<file path="src/rtl/pulse_meter_pkg.sv">
// Shared types and default parameters for the pulse_meter block.
package pulse_meter_pkg;

  localparam int NCNTR_DEFAULT       = 8;
  localparam int SYNC_STAGES_DEFAULT = 2;

  typedef enum logic [1:0] {
    IDLE    = 2'd0,
    ARM     = 2'd1,
    MEASURE = 2'd2
  } state_e;

endpackage

</file>
<file path="src/rtl/pulse_meter_sync_edge.sv">
// Multi-stage synchronizer for an asynchronous input followed by an edge-detect
// flop that produces single-cycle rise/fall strobes.
module sync_edge #(
  parameter int STAGES = 2
) (
  input  logic clk,
  input  logic rstn,
  input  logic sig_in,
  output logic sig_sync,
  output logic rise,
  output logic fall
);

  logic [STAGES-1:0] sync_q, sync_d;
  logic              prev_q, prev_d;

  always_comb begin
    sync_d = {sync_q[STAGES-2:0], sig_in};
    prev_d = sync_q[STAGES-1];
  end

  always_ff @(posedge clk or negedge rstn) begin
    if (!rstn) begin
      sync_q <= '0;
      prev_q <= 1'b0;
    end else begin
      sync_q <= sync_d;
      prev_q <= prev_d;
    end
  end

  assign sig_sync = sync_q[STAGES-1];
  assign rise     = sig_sync & ~prev_q;
  assign fall     = ~sig_sync & prev_q;

endmodule

</file>
<file path="src/rtl/pulse_meter.sv">
// Measures the period and high time of an asynchronous pulse train in clk cycles.
// Define PULSE_METER_DUTY_EN to build the high-time measurement; otherwise high_time reads 0.
module pulse_meter
  import pulse_meter_pkg::*;
#(
  parameter int NCntr       = NCNTR_DEFAULT,
  parameter int SYNC_STAGES = SYNC_STAGES_DEFAULT
) (
  input  logic             clk,
  input  logic             rstn,
  input  logic             en,
  input  logic             sig_in,
  output logic [NCntr-1:0] period,
  output logic [NCntr-1:0] high_time,
  output logic             valid,
  output logic             ovf
);

  localparam logic [NCntr-1:0] CNT_MAX = '1;
  localparam logic [NCntr-1:0] CNT_ONE = NCntr'(1);

  state_e           state_q, state_d;
  logic [NCntr-1:0] cnt_q, cnt_d;
  logic [NCntr-1:0] period_q, period_d;
  logic             valid_q, valid_d;
  logic             ovf_q, ovf_d;
  logic             sig_sync, rise, fall;
  logic             meas_done, meas_ovf;

  sync_edge #(.STAGES(SYNC_STAGES)) u_sync_edge (
    .clk      (clk),
    .rstn     (rstn),
    .sig_in   (sig_in),
    .sig_sync (sig_sync),
    .rise     (rise),
    .fall     (fall)
  );

  assign meas_done = en && (state_q == MEASURE) && rise;
  assign meas_ovf  = en && (state_q == MEASURE) && !rise && (cnt_q == CNT_MAX);

  always_ff @(posedge clk or negedge rstn) begin
    if (!rstn) state_q <= IDLE;
    else       state_q <= state_d;
  end

  always_comb begin
    state_d = state_q;
    if (!en) begin
      state_d = IDLE;
    end else begin
      case (state_q)
        IDLE:    state_d = ARM;
        ARM:     if (rise) state_d = MEASURE;
        MEASURE: if (meas_ovf) state_d = ARM;
        default: state_d = IDLE;
      endcase
    end
  end

  always_comb begin
    cnt_d    = cnt_q;
    period_d = period_q;
    valid_d  = 1'b0;
    ovf_d    = ovf_q;
    if (en && (state_q == ARM) && rise) begin
      cnt_d = CNT_ONE;
    end else if (meas_done) begin
      cnt_d    = CNT_ONE;
      period_d = cnt_q;
      valid_d  = 1'b1;
    end else if (en && (state_q == MEASURE) && (cnt_q != CNT_MAX)) begin
      cnt_d = cnt_q + 1'b1;
    end
    // A completed measurement clears any earlier overflow.
    if (meas_ovf) ovf_d = 1'b1;
    if (valid_d)  ovf_d = 1'b0;
  end

  always_ff @(posedge clk or negedge rstn) begin
    if (!rstn) begin
      cnt_q    <= '0;
      period_q <= '0;
      valid_q  <= 1'b0;
      ovf_q    <= 1'b0;
    end else begin
      cnt_q    <= cnt_d;
      period_q <= period_d;
      valid_q  <= valid_d;
      ovf_q    <= ovf_d;
    end
  end

  assign period = period_q;
  assign valid  = valid_q;
  assign ovf    = ovf_q;

`ifdef PULSE_METER_DUTY_EN
  logic [NCntr-1:0] hcnt_q, hcnt_d;
  logic [NCntr-1:0] shadow_q, shadow_d;
  logic [NCntr-1:0] high_q, high_d;
  logic             fell_q, fell_d;

  // Without a fall during the period the signal was high throughout, so high time equals period.
  always_comb begin
    hcnt_d   = hcnt_q;
    shadow_d = shadow_q;
    high_d   = high_q;
    fell_d   = fell_q;
    if (en && (state_q == ARM) && rise) begin
      hcnt_d = CNT_ONE;
      fell_d = 1'b0;
    end else if (meas_done) begin
      high_d = fell_q ? shadow_q : cnt_q;
      hcnt_d = CNT_ONE;
      fell_d = 1'b0;
    end else if (en && (state_q == MEASURE)) begin
      if (sig_sync && (hcnt_q != CNT_MAX)) hcnt_d = hcnt_q + 1'b1;
      if (fall) begin
        shadow_d = hcnt_q;
        fell_d   = 1'b1;
      end
    end
  end

  always_ff @(posedge clk or negedge rstn) begin
    if (!rstn) begin
      hcnt_q   <= '0;
      shadow_q <= '0;
      high_q   <= '0;
      fell_q   <= 1'b0;
    end else begin
      hcnt_q   <= hcnt_d;
      shadow_q <= shadow_d;
      high_q   <= high_d;
      fell_q   <= fell_d;
    end
  end

  assign high_time = high_q;
`else
  logic unused_duty;
  assign unused_duty = sig_sync ^ fall;
  assign high_time   = '0;
`endif

endmodule

</file>
<file path="config.mk">
export PLATFORM = sky130hd
export DESIGN_NAME = pulse_meter
export DESIGN_NICKNAME = d
export VERILOG_FILES = /design/src/rtl/pulse_meter_pkg.sv /design/src/rtl/pulse_meter_sync_edge.sv /design/src/rtl/pulse_meter.sv
export SDC_FILE = /design/constraint.sdc
export NUM_CORES = 1
export LEC_CHECK = 0
export ABC_AREA = 1
export CORE_ASPECT_RATIO = 1.25
export CORE_MARGIN = 4
export CORE_UTILIZATION = 44
export DETAILED_ROUTE_END_ITERATION = 8
export PLACE_DENSITY = 0.73
export SETUP_SLACK_MARGIN = 0.2
export SYNTH_ARGS = -nofsm -noshare
export SYNTH_HDL_FRONTEND = slang
export SYNTH_HIERARCHICAL = 1
export SYNTH_SLANG_ARGS = --single-unit
</file>
<file path="constraint.sdc">
create_clock -name clk -period 2.03 [get_ports clk]
set_input_delay 0.406 -clock clk [delete_from_list [all_inputs] [get_ports clk]]
set_output_delay 0.406 -clock clk [all_outputs]
set_load 0.05 [all_outputs]
</file>
[Word level (Yosys, flattened, before mapping)]
Index checks and enable logic that the tools add are counted.
Cells by class
  add/sub/neg operators: 1
  multiply operators: 0
  divide/modulo/power cells: 0
  $lt $le $gt $ge: 0
  equal/unequal tests: 6
  shift operators: 0
  multiplexer cells: 11
  bitwise gates (word level): 3
  reductions and logical operators: 13
Operators by type and width (count)
  $mux W8: 3
  $add A8 B1 Y8 const B: 1
  $eq A8 B8 Y1 const B: 1
  $ne A8 B8 Y1 const B: 1
  $logic_and A1 B1 Y1: 7
  $mux W2: 3
  $ne A3 B3 Y1 const B: 2
  $pmux W2 S3: 1
  $mux W1: 4
  $reduce_and A2 Y1: 2
  $reduce_bool A3 Y1: 1
  $eq A2 B1 Y1 const B: 1
  $eq A2 B2 Y1 const B: 1
  $logic_not A2 Y1: 1
  $not A1 Y1: 2
  $reduce_bool A2 Y1: 1
  $and A1 B1 Y1: 1
  $logic_not A1 Y1: 1
Word-level totals
  register bits after elaboration: 23
  bits in latches: 0
  RAM bits: 0
  bits in read-only memories: 0
  input port bits: 4
  output and inout port bits: 18
  logic and storage cells: 41
  memories: 0

[Depth between registers and ports, before layout]
  depth in word-level cells: 8
  gate-level depth with buffers: 8
  gate-level depth less buffers: 8

[By module]
The synthesis kept the hierarchy.
By module, submodules not included
  pulse_meter: times used 1, cells each 129, area each 1061.0 µm², seq. area each 500.5 µm²
  sync_edge: times used 1, cells each 7, area each 90.1 µm², seq. area each 75.1 µm²

[Worst setup path after synthesis]
No wires, ideal clock.
  kind: register to register
  start: register cnt_q[0]
  end: register cnt_q[2]
  library setup time: 121 ps
  data arrival time: 1152 ps
  data required time: 1909 ps
  path slack: 757 ps
  cell stages (with the launch flop): 9
  buffers on the path: 0
  clock period less this slack: 1273 ps
  cells stage by stage: dfrtp_1 ha_1 nand2_1 nor2_4 nand2_4 nand2_4 nand2_4 nand2_1 o21ai_1
On the way
  cells in the longest elaborated chain, start to end: 4
  elaborated cells between the ends (all ways): 7
  classes of those cells: add/sub (1); eq/ne (1); mux (3); reduce/logical (2)
Ends and longest elaborated chain
  from (decl): RTL line pulse_meter.sv:23  | logic [NCntr-1:0] cnt_q, cnt_d;
  from (signal assigned): RTL line pulse_meter.sv:87  | cnt_q <= cnt_d;
  $add A8 B1 Y8: RTL line pulse_meter.sv:73  | cnt_d = cnt_q + 1'b1;
  $mux W8: RTL line pulse_meter.sv:72  | end else if (en && (state_q == MEASURE) && (cnt_q != CNT_MAX)) begin
  $mux W8: RTL line pulse_meter.sv:68  | end else if (meas_done) begin
  $mux W8: RTL line pulse_meter.sv:66  | if (en && (state_q == ARM) && rise) begin
Several ways; a longest one is shown, not always the timed one. The select of a mux whose other input is x is not followed.
A chain may end at the register's enable or synchronous reset.

[Worst setup path after layout]
  start: register ovf_q (netlist: ovf)
  end: output ovf
RTL lines
  from (decl): RTL line pulse_meter.sv:26  | logic ovf_q, ovf_d;
  from (signal assigned): RTL line pulse_meter.sv:90  | ovf_q <= ovf_d;
  to (decl): RTL line pulse_meter.sv:16  | output logic ovf
No word-level cell between the ends.

==> key figures <==
Die
  – Top Ports: 22
  – Die area: about 3500 µm²
  – Die height: 65 µm
  – Initial Util: 0.466
  – Die Wd: around 54 µm
  – Placement Rows: 20
  – Core area: 2450 µm²

Global routing
  – All-Layer GR Usage: 0.134
  – Vias in the first global route: about 810
  – Final global-route overflow total: 0
  – First-pass GRT wire length: 3.42 mm
  – Antenna violations before repair: 0
  – Largest net degree at the start of global routing: 24

STA
  – Setup violators final: 0
  – RSZ-0062 raised after global routing: false
  – Endpoints failing hold: 0
  – Tmin final: 1.60 ns
  – Setup TNS: 0 ns
  – Top achievable clock speed: around 620 MHz
  – Count of final max-slew check failures: 0
  – Setup Skew: 0.000802 ns
  – Fin crit share: 0.790

Final layout
  – Layout Utilization: 0.527
  – Diodes inserted: 0
  – Layout cell share with drive strength beyond 1: 0.113
  – Syn-to-layout area delta: 12.9%
  – Final #Nets: between 150 and 200

Power
  – Maximum VDD drop: around 0.00049 V
  – Leakage: approximately 0.70 nW
  – P per Cell Area: between 900 and 1000 nW/µm²

Critical path
  – Reg2Reg Depth: 8
  – CP max stage cell: dlygate4sd2_1
  – Critical path buffers and inverters: 1
  – Critical path peak fanout: 2
  – Worst EP required: about 1.6 ns
  – Worst path cell trace: dlygate4sd2_1
  – Crit path kind: reg2out
  – Cell count along the critical path: 1
  – Arrival @ worst endpoint: 1.20 ns
  – Startpoint types: flip-flop
  – Largest stage delay on the critical path: about 0.53 ns
  – Crit path max-delay family: buffers and inverters
  – Worst setup EP type: primary output

Clocking
  – CTS tree: yes
  – Clock-pin slew on the worst setup and hold paths: 0.11 ns
  – Bufs on Longest Clock Path: 2
  – Htree depth: 1
  – CTS Hold Bufs: 0
  – CTS Buf Count: 3
  – Root Driver: clkbuf_4
  – Clock Latency Late Sink: approximately 0.3 ns
  – CTS sink count: 23
  – Post-CTS setup buffers: 0

Detailed routing
  – DR iter-0 viols: 25
  – DR vias/cell: 4.66
  – Via count: 853
  – Avg WL per Cell: about 10 µm
  – WL final: 1.92 mm
  – Detail Route Antenna Nets: 0
  – Router iterations before antenna repair: 4
  – DRC: 0

Synthesis
  – Mean Syn Cell Area: 8.53 µm²
  – Post-Syn Instances: 134
  – Mapped Area: roughly 1100 µm²
  – Synth warn: 6

Hold path
  – HP Class: reg2reg
  – Worst hold stages: 0

Outcome
  – Status: complete, no violations

Placed design
  – Port bufs: 13
  – Hpwl dp: 1.55 mm
  – Final GP Congestion: 0.838

Run
  – Max-cap violations: 0
-- state kept, by name, summed over array words and instances (netlist names) --
register / cells
cnt_q: 8
period: 8
state_q: 2
u_sync_edge/sync_q: 2
ovf: 1
u_sync_edge/prev_q: 1
valid: 1
-- metrics by stage --
stage	cell area [µm²]	instances	worst slack (ns)	hold slack, ns	power [W]
3_3_place_gp	1280	179	0.258	0.335	0.00100
5_1_grt	1290	183	0.351	0.384	0.00127
2_1_floorplan	1170	141	0.757	0.110	0.000912
6_report	1290	183	0.426	0.361	0.00118
4_1_cts	1290	183	0.397	0.368	0.00120
3_5_place_dp	1280	179	0.214	0.340	0.00102
-- final timing paths --
check / startpoint / end / slack [ns]
worst max-delay path: ovf / ovf / 0.43
worst min register to register: u_sync_edge/sync_q[0] / u_sync_edge/sync_q[1] / 0.36
max in group asynchronous: rstn / cnt_q[0] / 1.39
worst max register to register: cnt_q[0] / cnt_q[2] / 0.60
min in group asynchronous: rstn / cnt_q[1] / 0.43
worst min-delay path: u_sync_edge/sync_q[0] / u_sync_edge/sync_q[1] / 0.36
-- per-layer routing --
layer / global-route usage / wire length, µm / vias up
li1: - / - / 437
met1: 0.147 / 753 / 386
met2: 0.232 / 999 / 23
met3: 0.0207 / 94 / 7
met4: 0.0863 / 68 / 0
met5: 0 / 0 / -
-- report_power, final --
group | switching [W] | total (W) | internal, W
combinational | 0.000264 | 0.000376 | 0.000113
clock | 0.000122 | 0.000198 | 0.0000768
sequential | 0.0000731 | 0.000606 | 0.000533
total | 0.000459 | 0.00118 | 0.000723
-- layout make-up --
| class | count | area (µm²) |
|---|---|---|
| sequential | 23 | 576 |
| tap | 33 | 41.3 |
| multi-input combinational | 94 | 464 |
| fill | 247 | 1160 |
| clock buffer | 4 | 26.3 |
| inverter | 15 | 58.8 |
| timing repair buffer | 14 | 125 |
-- what timing repair did --
item                                    in CTS  in global routing
hold endpoints to repair                     0                  0
gates resized for setup                     10                  0
endpoints found under the setup margin      10                  0
-- cells in the final DEF, fill, tap and decap left out, types with 2 or more instances in the layout --
cell type and count:
nand3_1 9, nand2_4 3, nand4_1 5, nor2_1 16
o21ai_1 7, inv_1 12, dfrtp_1 23, inv_2 2
a21oi_1 2, nor2_4 3, nand2_1 34, clkdlybuf4s50_1 3
clkbuf_4 3, dlygate4sd2_1 10, conb_1 8
(Power assumes the default switching activity.)
